===== src/rtl/video_mon_pkg.sv =====
// Shared types, CRC constants and the 24-bit-per-step CRC-16/CCITT-FALSE helper
// for the end-of-pipe video stream monitor.
package video_mon_pkg;

    localparam int unsigned CRC_W = 16;
    localparam int unsigned PIX_W = 24;

    localparam logic [CRC_W-1:0] CRC_POLY = 16'h1021;
    localparam logic [CRC_W-1:0] CRC_INIT = 16'hFFFF;

    typedef enum logic {
        SEEK = 1'b0,
        RUN  = 1'b1
    } vmon_state_e;

    // Consume r, g, b (MSB first), one bit per iteration, no reflection.
    function automatic logic [CRC_W-1:0] crc16_step24(input logic [CRC_W-1:0] crc,
                                                       input logic [PIX_W-1:0] pix);
        logic [CRC_W-1:0] c;
        logic             fb;
        c = crc;
        for (int i = PIX_W - 1; i >= 0; i--) begin
            fb = c[CRC_W-1] ^ pix[i];
            c  = {c[CRC_W-2:0], 1'b0} ^ (fb ? CRC_POLY : CRC_W'(0));
        end
        return c;
    endfunction

endpackage


===== src/rtl/vmon_crc16.sv =====
// Running CRC register over active pixels; clr and en together restart the
// CRC with the current pixel already folded in.
module vmon_crc16
    import video_mon_pkg::*;
(
    input  logic             clk_i,
    input  logic             rst_ni,
    input  logic             clr_i,
    input  logic             en_i,
    input  logic [PIX_W-1:0] pix_i,
    output logic [CRC_W-1:0] crc_o
);

    logic [CRC_W-1:0] crc_q;
    logic [CRC_W-1:0] crc_d;
    logic [CRC_W-1:0] crc_base;

    always_comb begin
        crc_base = clr_i ? CRC_INIT : crc_q;
        crc_d    = crc_q;
        if (en_i) begin
            crc_d = crc16_step24(crc_base, pix_i);
        end else if (clr_i) begin
            crc_d = CRC_INIT;
        end
    end

    always_ff @(posedge clk_i or negedge rst_ni) begin
        if (!rst_ni) begin
            crc_q <= CRC_INIT;
        end else begin
            crc_q <= crc_d;
        end
    end

    assign crc_o = crc_q;

endmodule


===== src/rtl/video_stream_monitor.sv =====
// Passive per-frame checker of the display pixel stream: measures active
// geometry, CRCs the active pixels and flags coordinate/width/geometry errors.
module video_stream_monitor
    import video_mon_pkg::*;
#(
    parameter int unsigned CORDW = 16,
    parameter int unsigned CNTW  = 12,
    parameter int unsigned EXP_W = 640,
    parameter int unsigned EXP_H = 480
) (
    input  logic                    clk_pix,
    input  logic                    rst_pix_n,
    input  logic signed [CORDW-1:0] vid_sx,
    input  logic signed [CORDW-1:0] vid_sy,
    input  logic                    vid_de,
    input  logic                    vid_frame,
    input  logic [7:0]              vid_r,
    input  logic [7:0]              vid_g,
    input  logic [7:0]              vid_b,
    output logic                    res_valid,
    output logic [CNTW-1:0]         res_width,
    output logic [CNTW-1:0]         res_height,
    output logic [CRC_W-1:0]        res_crc,
    output logic                    res_err_coord,
    output logic                    res_err_width,
    output logic                    res_err_geom,
    output logic [15:0]             frame_cnt
);

    function automatic logic [CNTW-1:0] sat_inc(input logic [CNTW-1:0] v);
        return (&v) ? v : v + CNTW'(1);
    endfunction

    vmon_state_e state_q, state_d;

    logic            de_q;
    logic [CNTW-1:0] px_cnt_q, px_cnt_d;
    logic [CNTW-1:0] line_cnt_q, line_cnt_d;
    logic [CNTW-1:0] ref_w_q, ref_w_d;
    logic            e_coord_q, e_coord_d;
    logic            e_width_q, e_width_d;

    logic             res_valid_q, res_valid_d;
    logic [CNTW-1:0]  res_width_q, res_width_d;
    logic [CNTW-1:0]  res_height_q, res_height_d;
    logic [CRC_W-1:0] res_crc_q, res_crc_d;
    logic             res_err_coord_q, res_err_coord_d;
    logic             res_err_width_q, res_err_width_d;
    logic             res_err_geom_q, res_err_geom_d;
    logic [15:0]      frame_cnt_q, frame_cnt_d;

    logic             do_close, ew_cl, pix_act, coord_bad, crc_clr;
    logic [CNTW-1:0]  px_cl, line_cl, ref_cl, px_base, line_base;
    logic [CRC_W-1:0] crc_cur;

    // Close the open line: a falling de, or a frame pulse arriving while de_q is high.
    always_comb begin
        do_close  = (state_q == RUN) && de_q && (vid_frame || !vid_de);
        px_cl     = do_close ? '0 : px_cnt_q;
        line_cl   = do_close ? sat_inc(line_cnt_q) : line_cnt_q;
        ref_cl    = (do_close && line_cnt_q == '0) ? px_cnt_q : ref_w_q;
        ew_cl     = e_width_q || (do_close && line_cnt_q != '0 && px_cnt_q != ref_w_q);
        px_base   = vid_frame ? '0 : px_cl;
        line_base = vid_frame ? '0 : line_cl;
        pix_act   = vid_de && (state_q == RUN || vid_frame);
        coord_bad = (vid_sx != $signed(CORDW'(px_base))) ||
                    (vid_sy != $signed(CORDW'(line_base)));
    end

    always_comb begin
        state_d         = state_q;
        px_cnt_d        = px_cl;
        line_cnt_d      = line_cl;
        ref_w_d         = ref_cl;
        e_coord_d       = e_coord_q;
        e_width_d       = ew_cl;
        crc_clr         = 1'b0;
        res_valid_d     = 1'b0;
        res_width_d     = res_width_q;
        res_height_d    = res_height_q;
        res_crc_d       = res_crc_q;
        res_err_coord_d = res_err_coord_q;
        res_err_width_d = res_err_width_q;
        res_err_geom_d  = res_err_geom_q;
        frame_cnt_d     = frame_cnt_q;

        case (state_q)
            SEEK: begin
                if (vid_frame) begin
                    state_d = RUN;
                end
            end
            RUN: begin
                if (vid_frame) begin
                    res_valid_d     = 1'b1;
                    res_width_d     = ref_cl;
                    res_height_d    = line_cl;
                    res_crc_d       = crc_cur;
                    res_err_coord_d = e_coord_q;
                    res_err_width_d = ew_cl;
                    res_err_geom_d  = (ref_cl != CNTW'(EXP_W)) || (line_cl != CNTW'(EXP_H));
                    frame_cnt_d     = frame_cnt_q + 16'd1;
                end
            end
            default: state_d = SEEK;
        endcase

        if (vid_frame) begin
            px_cnt_d   = '0;
            line_cnt_d = '0;
            ref_w_d    = '0;
            e_coord_d  = 1'b0;
            e_width_d  = 1'b0;
            crc_clr    = 1'b1;
        end

        // A pixel on the frame-pulse cycle already belongs to the new frame.
        if (pix_act) begin
            px_cnt_d = sat_inc(px_base);
            if (coord_bad) begin
                e_coord_d = 1'b1;
            end
        end
    end

    always_ff @(posedge clk_pix or negedge rst_pix_n) begin
        if (!rst_pix_n) begin
            state_q         <= SEEK;
            de_q            <= 1'b0;
            px_cnt_q        <= '0;
            line_cnt_q      <= '0;
            ref_w_q         <= '0;
            e_coord_q       <= 1'b0;
            e_width_q       <= 1'b0;
            res_valid_q     <= 1'b0;
            res_width_q     <= '0;
            res_height_q    <= '0;
            res_crc_q       <= '0;
            res_err_coord_q <= 1'b0;
            res_err_width_q <= 1'b0;
            res_err_geom_q  <= 1'b0;
            frame_cnt_q     <= '0;
        end else begin
            state_q         <= state_d;
            de_q            <= vid_de;
            px_cnt_q        <= px_cnt_d;
            line_cnt_q      <= line_cnt_d;
            ref_w_q         <= ref_w_d;
            e_coord_q       <= e_coord_d;
            e_width_q       <= e_width_d;
            res_valid_q     <= res_valid_d;
            res_width_q     <= res_width_d;
            res_height_q    <= res_height_d;
            res_crc_q       <= res_crc_d;
            res_err_coord_q <= res_err_coord_d;
            res_err_width_q <= res_err_width_d;
            res_err_geom_q  <= res_err_geom_d;
            frame_cnt_q     <= frame_cnt_d;
        end
    end

    vmon_crc16 u_crc (
        .clk_i  (clk_pix),
        .rst_ni (rst_pix_n),
        .clr_i  (crc_clr),
        .en_i   (pix_act),
        .pix_i  ({vid_r, vid_g, vid_b}),
        .crc_o  (crc_cur)
    );

    assign res_valid     = res_valid_q;
    assign res_width     = res_width_q;
    assign res_height    = res_height_q;
    assign res_crc       = res_crc_q;
    assign res_err_coord = res_err_coord_q;
    assign res_err_width = res_err_width_q;
    assign res_err_geom  = res_err_geom_q;
    assign frame_cnt     = frame_cnt_q;

endmodule

===== config.mk =====
export PLATFORM = sky130hd
export DESIGN_NAME = video_stream_monitor
export DESIGN_NICKNAME = d
export VERILOG_FILES = /design/src/rtl/video_mon_pkg.sv /design/src/rtl/vmon_crc16.sv /design/src/rtl/video_stream_monitor.sv
export SDC_FILE = /design/constraint.sdc
export NUM_CORES = 1
export LEC_CHECK = 0
export ABC_AREA = 1
export ABC_CLOCK_PERIOD_IN_PS = 2800
export CORE_MARGIN = 8
export CORE_UTILIZATION = 55
export DETAILED_ROUTE_END_ITERATION = 10
export PLACE_DENSITY = 0.82
export SYNTH_ARGS = -nofsm -noshare
export SYNTH_HDL_FRONTEND = slang
export SYNTH_SLANG_ARGS = --single-unit

===== constraint.sdc =====
create_clock -name clk_pix -period 2.8 [get_ports clk_pix]
set_clock_uncertainty 0.2 [all_clocks]
set_input_delay 0.28 -clock clk_pix [delete_from_list [all_inputs] [get_ports clk_pix]]
set_output_delay 0.28 -clock clk_pix [all_outputs]
set_load 0.01 [all_outputs]

==> metrics.cfg, run 1 <==
[critical_path]
critPathBufInv=0
crit_path_top_delay_cell=dfrtp_1
rrSetupSlack_ns=0.21
required_ns=2.90
max_stage_delay_ns=0.45
cp.arrival_ns=2.69
endpoint_kind=flip-flop
worstSetupStartpointType=flip-flop
path_common_cell=nand2_1
crit_chain=ha_1 > nand2_1 > nor2_1 > nand4_4 > nand3b_1 > nand3_1 > nand2_1 > nand2_1 > nor2_1 > nand2_1 > nor2_1 > nand3_1 > nand2_1 > nand2_1
path_class=flip-flop to flip-flop
crit_family=simple AND/OR/NAND/NOR gates
cp_max_fo=10

[logic_synthesis]
yosysWarnings=0
synthArstFlopShare=1.000
syn_inst=997
ys_ff_latch=116
syn_nets=1061
avgSynthCellArea_um2=7.460
synth_edf_count=0
syn_area_um2=7437
ys_seq_area_frac=0.3930
synthDistinctLibCells=47
ys.flop_type=dfrtp_1

[floorplan]
io_pins=120
die_h_um=132.3
coreArea_um2=13240
fp.dieW_um=132.3
dieArea_um2=17500
rows=42
start_util=0.5616

[finish]
layout.nets=1193
layout.cells.non_filler=1318
final_area_um2=9518
synthToLayoutAreaGrowth_pct=27.98
drive_gt1_frac=0.1331
num_antenna_cells=0

[routing]
wl_um=18980
drc=0
drt_iter0_drc=537
post_drt_wl_per_cell_um=14.40
postRouteAntennaNets=0
via_per_inst=5.224
dr_total_vias=6885
drt_first_pass_iters=5

[timing]
setup-tns-final_ns=0
slew_viol_final=0
rsz0062_at_grt=no
finalSetupViolCount=0
period_share=0.9247
period_minus_slack_ns=2.589
hold_viol_final=0
max_freq_mhz=386.2
relSlewSlack=0.5810
worstMarginPinSlew_ns=0.6286

[cts]
root_buffer=clkbuf_16
h-tree-depth=4
tritoncts=done
clock-sinks=116
clk_latency_ns=0.42
cts_buffers=17
clk_pin_slew_ns=0.06
cts_buffer_depth=2

[global_routing]
antenna_found_initial=0
grt_start_max_net_pins=70
grt_pass1_vias=6703
grt_overflow_total=0
grt_pass1_wl_um=32200
grt_usage=0.2232

[flow_run]
maxCapViolCount=0

[place]
placed_area_um2=8872
place.gp.congestion=0.9018
dpl.cell_count=1285
numPortBuffers=119
hpwl_um=14130

[power]
vdd_drop_max_uv=510.9
p_leak_nw=4.762
power_density_nw_per_um2=786.7

[min_path]
hold_path_class=input pin to flip-flop

[outcome]
outcome=complete, no violations

## stage by stage
stage / hold WS [ns] / util / worst slack [ns] / power, mW
after detailed placement: 0.07012 / 0.6700 / 0.04823 / 5.206
after global placement: 0.06773 / 0.6700 / 0.1094 / 5.137
after floorplan: -0.2156 / - / 0.3033 / 4.304
after CTS: 0.1099 / 0.7172 / 0.1776 / 7.505
after global routing: 0.1489 / 0.7187 / 0.007889 / 7.975
final: 0.1191 / 0.7187 / 0.2108 / 7.488
## sequential cells by signal, indices dropped and copies added, names as in the netlist, 12 cells and up
register / flops
px_cnt_q: 12
res_width: 12
res_crc: 16
u_crc.crc_o: 16
ref_w_q: 12
frame_cnt: 16
line_cnt_q: 12
res_height: 12
## cells in the final DEF (no fill, tap or decap), drive strengths merged, types with 3 or more instances in the layout
cell and instances:
dfrtp 100, nor3 14, o21ai 57, clkdlybuf4s50 117, nand3b 7, xnor2 31, nand3 96, bufinv 3
nor4 4, nand4 22, inv 126, clkbuf 24, buf 21, nand2 344, xor2 43, clkinv 3
a21oi 14, ha 4, dfstp 16, nor2 80
## per-layer routing
| layer | routed length, um | GRT usage | share of wire | vias up |
|---|---|---|---|---|
| met4 | 437 | 0.08391 | 0.023 | 0 |
| met3 | 1119 | 0.04878 | 0.059 | 40 |
| met1 | 8560 | 0.2893 | 0.45 | 3212 |
| li1 | - | - | - | 3416 |
| met5 | 0 | 0 | 0 | - |
| met2 | 8864 | 0.3578 | 0.47 | 217 |
## synthesized netlist by cell type (all sizes together) (7+ instances only)
cell	count	area (um^2)
nand2	344	1441
inv	126	473.0
dfrtp	100	2502
nand3	96	515.5
nor2	80	394.1
o21ai	57	285.3
xor2	43	399.1
xnor2	31	294.0
nand4	22	143.9
dfstp	16	420.4
a21oi	14	81.33
buf	14	103.9
nor3	14	85.08
clkbuf	12	45.04
nand3b	7	77.58
## worst paths after layout
| kind | from | endpoint | cells after the start |
|---|---|---|---|
| max in group asynchronous | rst_pix_n | u_crc.crc_o[10] | 3 |
| worst min-delay path | vid_frame | u_crc.crc_o[13] | 5 |
| min in group asynchronous | rst_pix_n | res_width[5] | 2 |
| worst min register to register | res_crc[6] | res_crc[6] | 2 |
| worst max-delay path | line_cnt_q[0] | e_coord_q | 14 |
| worst max register to register | line_cnt_q[0] | e_coord_q | 14 |
## report_power, final
group	internal, mW	switching, mW
clock	1.49	0.777
sequential	2.06	0.268
combinational	1.18	1.72
## worst register-to-register path: cells and delay by family, from the launching register on
family | cells | cell delay (ns)
adder cells (fa/ha/maj) | 1 | 0.24
AND/OR/NAND/NOR | 13 | 1.59
flip-flops | 1 | 0.45
## layout make-up
type                    count  area (um^2)
inverters                 126        473.0
multi-input cells         729         3913
repair buffers            139         1374
clock buffers              24        491.7
fillers                  1065         3725
flip-flops and latches    116         2923
clock inverters             8        123.9
well taps                 176        220.2
## kinds of logic (layout without fill, tap and decap cells)
| family | after synthesis | count (layout) | synth area share |
|---|---|---|---|
| xor gates and xnor gates | 74 | 74 | 0.09321 |
| buffers and inverters | 152 | 297 | 0.08361 |
| DFF | 116 | 116 | 0.3930 |
| adders and majority gates | 4 | 4 | 0.006730 |
| and+or+nand+nor | 572 | 572 | 0.3659 |
| AOI/OAI and AO/OA | 78 | 78 | 0.05619 |
| muxes | 1 | 1 | 0.001346 |
## timing repair
item                                    in CTS  in global routing
hold buffers                                 1                  0
endpoints found under the setup margin       0                  2
buffers inserted                             0                  0
hold endpoints to repair                    34                  0
gates resized for setup                      0                  4
Note: power is estimated with default switching activity, not from simulation.
==> inputs of run 2 (changes only) <==
ABC_CLOCK_PERIOD_IN_PS = 2400   (was 2800)
clock period = 2.4 ns   (was 2.8 ns; I/O delays follow)
==> run 2 against run 1 <==
  * The run now ends with negative setup slack left
  * Wire length is 27% higher
  * Cell count is 8.4% higher
  * Utilization is 9.7 points higher
  * Sequential share of layout area is 3.6 points lower
  * Hold slack better by 0.011 ns
  * Critical path type unchanged
  * Fmax is 7.1% higher
  * Largest cell class unchanged
  * Cell area is 13% higher
  * Via count is 13% higher
  * Register-to-register slack worse by 0.23 ns
  * Die area stayed put
  * Sequential cell count stayed put
==> metrics.cfg, run 2 (same netlist as run 1, synthesis figures left out) <==
[power]
power_mw=9.700
p_comb_frac=0.436
p_leak_nw=5.363
p_sw_mw=3.703
power_density_nw_per_um2=898.4
p_seq_frac=0.281
p_int_mw=5.997
pwr-share-clk=0.283
swShare=0.3817
vdd_drop_max_uv=626.4

[floorplan]
io_pins=120
die_h_um=132.3
rows=42
dieArea_um2=17500
fp.dieW_um=132.3
coreArea_um2=13240
start_util=0.5616

[finish]
multi_input_area_um2=4260
utilization=0.8153
final_cell_mix=nand2_1 (279), clkdlybuf4s50_1 (117), buf_4 (116), inv_1 (112), dfrtp_1 (100)
layout.nets=1304
final_area_um2=10800
layout_commonest_cell=nand2_1
num_antenna_cells=0
synthToLayoutAreaGrowth_pct=45.17
seq_area_um2=2923
drive_gt1_frac=0.2690
fillers=802

[critical_path]
path_class=flip-flop to flip-flop
cp.arrival_ns=2.53
endpoint_kind=flip-flop
required_ns=2.51
rrSetupSlack_ns=-0.02
cp_max_fo=3
r2r-end=e_coord_q
reg2reg_depth=14
reg2reg_from=line_cnt_q[1]
worstSetupStartpointType=flip-flop

[cts]
clk_pin_slew_ns=0.06
root_buffer=clkbuf_16
h-tree-depth=4
clock-sinks=116
cts_buffers=17
clk_latency_ns=0.42
tritoncts=done
cts_buffer_depth=2

[routing]
drt_iter0_drc=885
postRouteAntennaNets=0
via_per_inst=5.442
drc=0
drt_first_pass_iters=6
wl_um=24080
post_drt_wl_per_cell_um=16.85
dr_total_vias=7777

[timing]
finalSetupViolCount=2
worstMarginPinSlew_ns=0.6148
slew_viol_final=0
max_freq_mhz=413.8
period_minus_slack_ns=2.416
setup-tns-final_ns=-0.02638
worst_slack_ns=-0.01648
relSlewSlack=0.5901
hold_viol_final=0
period_share=1.007
holdWs_ns=0.1306
rsz0062_at_grt=yes

[place]
numPortBuffers=119
placed_area_um2=9582
place.gp.congestion=0.9100
hpwl_um=15300

[min_path]
hold_path_class=input pin to async pin

[global_routing]
antenna_found_initial=0
grt_pass1_wl_um=34060
grt_start_max_net_pins=65
grt_overflow_total=0
grt_pass1_vias=7072
grt_usage=0.2362

[flow_run]
maxCapViolCount=0

[outcome]
outcome=complete, but fails checks
violations=negative setup slack

run 2: per-stage QoR:
stage / cells / setup WS, ns
3_3_place_gp: 1377 / -0.2511
5_1_grt: 1429 / -0.1340
6_report: 1429 / -0.01648
3_5_place_dp: 1377 / -0.2909
2_1_floorplan: 997 / 0.01256
4_1_cts: 1410 / -0.001479
run 2: final cells by class:
cell class,count,area share
multi-input combinational,730,0.3946
sequential,116,0.2707
timing repair buffer,249,0.2109
clock buffer,23,0.04612
inverter,126,0.04427
tap,176,0.02040
clock inverter,9,0.01298
run 2: repair_timing:
item,4_1_cts,5_1_grt
pin swaps,3,41
hold buffers,1,0
hold endpoints to repair,105,0
cloned,0,3
setup endpoints to repair,2,25
setup buffers,0,16
gates resized for setup,7,96
run 2: layer usage:
layer  global-route usage  wire [um]  vias up
li1                     -          -     3630
met1               0.2967       9566     3664
met2               0.3967      12000      401
met3              0.04802       1709       82
met4              0.07950        799        0
met5                    0          0        -
run 2: worst max-delay path by stage:
stage	from	endpoint	slack (ns)	cells past startpoint
6_report	line_cnt_q[1]	e_coord_q	-0.02	14
5_1_grt	line_cnt_q[1]	e_coord_q	-0.13	15
4_1_cts	line_cnt_q[0]	res_err_geom	-0.001	15
3_5_place_dp	vid_de	e_coord_q	-0.29	15
3_3_place_gp	vid_de	e_coord_q	-0.25	14
2_1_floorplan	state_q	px_cnt_q[0]	0.01	16
run 2: power groups by stage:
stage	logic, mW	clock network [mW]	registers [mW]
floorplan	2.27	0	2.75
global route	4.54	2.86	2.77
CTS	3.75	2.76	2.71
finish	4.23	2.75	2.73
detailed placement	3.72	0	2.73
global placement	3.60	0	2.73
run 2: worst max-delay path: stages, from the launching register on:
cell and delay, ns:
dfrtp_1 0.39, ha_2 0.25, buf_6 0.12, nand3_4 0.09, nor3_2 0.21, buf_4 0.16, nand3_1 0.12, nand3_2 0.13
nand2_1 0.06, nand2_1 0.05, nand3_1 0.09, nor3_2 0.21, nand3_1 0.10, nand2_1 0.07, nand2_1 0.06
==> inputs of run 3 (changes only) <==
MAX_ROUTING_LAYER = met4   (was default)
RECOVER_POWER = 50   (was default)
==> run 3 against run 2 <==
  * The flow still finishes with violations (negative setup slack)
  * Die area stayed put
  * First-iteration DRC count is 25% lower
  * Sequential share of layout area is 0.13 points lower
  * Combinational power is 1% lower
  * Cell count hardly changed
  * Sequential cell count stayed put
  * Fmax is 0.51% higher
  * Sequential power hardly changed
  * Worst setup slack better by 0.012 ns
  * Power is 1.3% lower
  * Highest routed layer unchanged
==> metrics.cfg, run 3 (same netlist as run 1, synthesis figures left out) <==
[critical_path]
worstSetupStartpointType=flip-flop
path_class=flip-flop to flip-flop
reg2reg_from=line_cnt_q[0]
path_common_cell=nand2_1
required_ns=2.51
crit_family=simple AND/OR/NAND/NOR gates
critPathBufInv=3
cp.arrival_ns=2.51
crit_chain=buf_6 > inv_4 > ha_4 > nand3_4 > nor2_4 > nand3_4 > buf_12 > nand2_1 > o21a_1 > nand2_1 > nor2_1 > nand2_1 > nor2_2 > nand2_1 > nand2_1 > nand2_1
cp_max_fo=7
endpoint_kind=flip-flop
max_stage_delay_ns=0.41
crit_path_start=line_cnt_q[0]
r2r-end=res_err_geom
rrSetupSlack_ns=-0.004
reg2reg_depth=16
crit_path_top_delay_cell=dfrtp_1

[floorplan]
fp.dieW_um=132.3
dieArea_um2=17500
start_util=0.5616
rows=42
die_h_um=132.3
io_pins=120
coreArea_um2=13240

[flow_run]
maxCapViolCount=0

[cts]
clock-sinks=116
cts_buffers=17
clk_pin_slew_ns=0.06
cts_buffer_depth=2
tritoncts=done
root_buffer=clkbuf_16
clk_latency_ns=0.42
h-tree-depth=4

[global_routing]
grt_usage=0.2431
grt_pass1_vias=7119
grt_start_max_net_pins=64
grt_overflow_total=0
antenna_found_initial=0
grt_pass1_wl_um=33750

[finish]
utilization=0.8194
num_antenna_cells=0
layout_commonest_cell=nand2_1
synthToLayoutAreaGrowth_pct=45.91
final_cell_mix=nand2_1 (276), clkdlybuf4s50_1 (117), buf_4 (114), inv_1 (109), dfrtp_1 (99)
layout.cells.non_filler=1428
final_area_um2=10850
fillers=813
drive_gt1_frac=0.2780
layout.nets=1303

[timing]
rsz0062_at_grt=yes
finalSetupViolCount=1
worst_slack_ns=-0.004258
worstMarginPinSlew_ns=1.303
holdWs_ns=0.1295
relSlewSlack=0.1316
slew_viol_final=0
period_minus_slack_ns=2.404
hold_viol_final=0
period_share=1.002
max_freq_mhz=415.9

[min_path]
holdPathStages=3
worstHoldEndpoint=ref_w_q[6]
hold_start=vid_frame
hold_path_class=input pin to flip-flop

[power]
p_sw_mw=3.649
swShare=0.3812
p_int_mw=5.922
p_comb_frac=0.437
vdd_drop_max_uv=677.1
power_density_nw_per_um2=882.0
p_leak_nw=5.376
pwr-share-clk=0.278
p_seq_frac=0.285

[place]
place.gp.congestion=0.9167
dpl.cell_count=1382
placed_area_um2=9607
numPortBuffers=119
hpwl_um=15370

[routing]
drt_iter0_drc=668
drt_first_pass_iters=6
dr_total_vias=7713
post_drt_wl_per_cell_um=16.13
wl_um=23030
postRouteAntennaNets=0
via_per_inst=5.401
drc=0

[outcome]
violations=negative setup slack
outcome=complete, but fails checks

-- run 3: power by group through the flow --
| stage | logic [mW] | registers (mW) | clock network, mW |
|---|---|---|---|
| after floorplan | 2.27 | 2.75 | 0 |
| after global placement | 3.64 | 2.72 | 0 |
| after detailed placement | 3.76 | 2.73 | 0 |
| after CTS | 3.82 | 2.71 | 2.68 |
| after global routing | 4.53 | 2.76 | 2.79 |
| final | 4.18 | 2.72 | 2.66 |
-- run 3: repair_timing --
action,in CTS,in global routing
gates cloned,0,3
hold buffers,1,0
pin swaps,3,42
endpoints found under the setup margin,3,26
resized for setup,8,115
buffers inserted,0,10
hold endpoints to repair,100,0
-- run 3: layout make-up --
class                   count  area, um^2  area share
clock buffers              21       470.5     0.04335
clock inverters            11       150.1     0.01384
inverters                 126       478.0     0.04404
multi-input cells         730        4343      0.4002
flip-flops and latches    116        2924      0.2695
well taps                 176       220.2     0.02029
repair buffers            248        2266      0.2088
-- run 3: how the worst max path moves through the flow --
stage	endpoint	slack, ns	cells past startpoint
after floorplan	px_cnt_q[0]	0.01	16
after global placement	e_coord_q	-0.22	14
after detailed placement	px_cnt_q[0]	-0.27	15
after CTS	e_coord_q	0.008	16
after global routing	e_coord_q	-0.08	16
final	res_err_geom	-0.004	16
-- run 3: worst min-delay path: cells and delay by family --
family | cells | cell delay [ns]
simple gates | 1 | 0.10
buf+inv | 2 | 0.36
-- run 3: layer usage --
metal / track usage / share of wire / routed length (um) / up-vias
met1: 0.2966 / 0.42 / 9575 / 3626
met4: 0.08833 / 0.038 / 886 / 0
met2: 0.3938 / 0.48 / 11150 / 350
met3: 0.04764 / 0.062 / 1422 / 92
li1: - / - / - / 3645
met5: - / 0 / 0 / -
-- run 3: per-stage QoR --
step | power, mW | setup slack, ns | TNS [ns]
2_1_floorplan | 5.025 | 0.01256 | 0
3_3_place_gp | 6.357 | -0.2173 | -1.701
3_5_place_dp | 6.486 | -0.2670 | -3.133
4_1_cts | 9.201 | 0.008155 | 0
5_1_grt | 10.08 | -0.08236 | -0.4352
6_report | 9.571 | -0.004258 | -0.004258
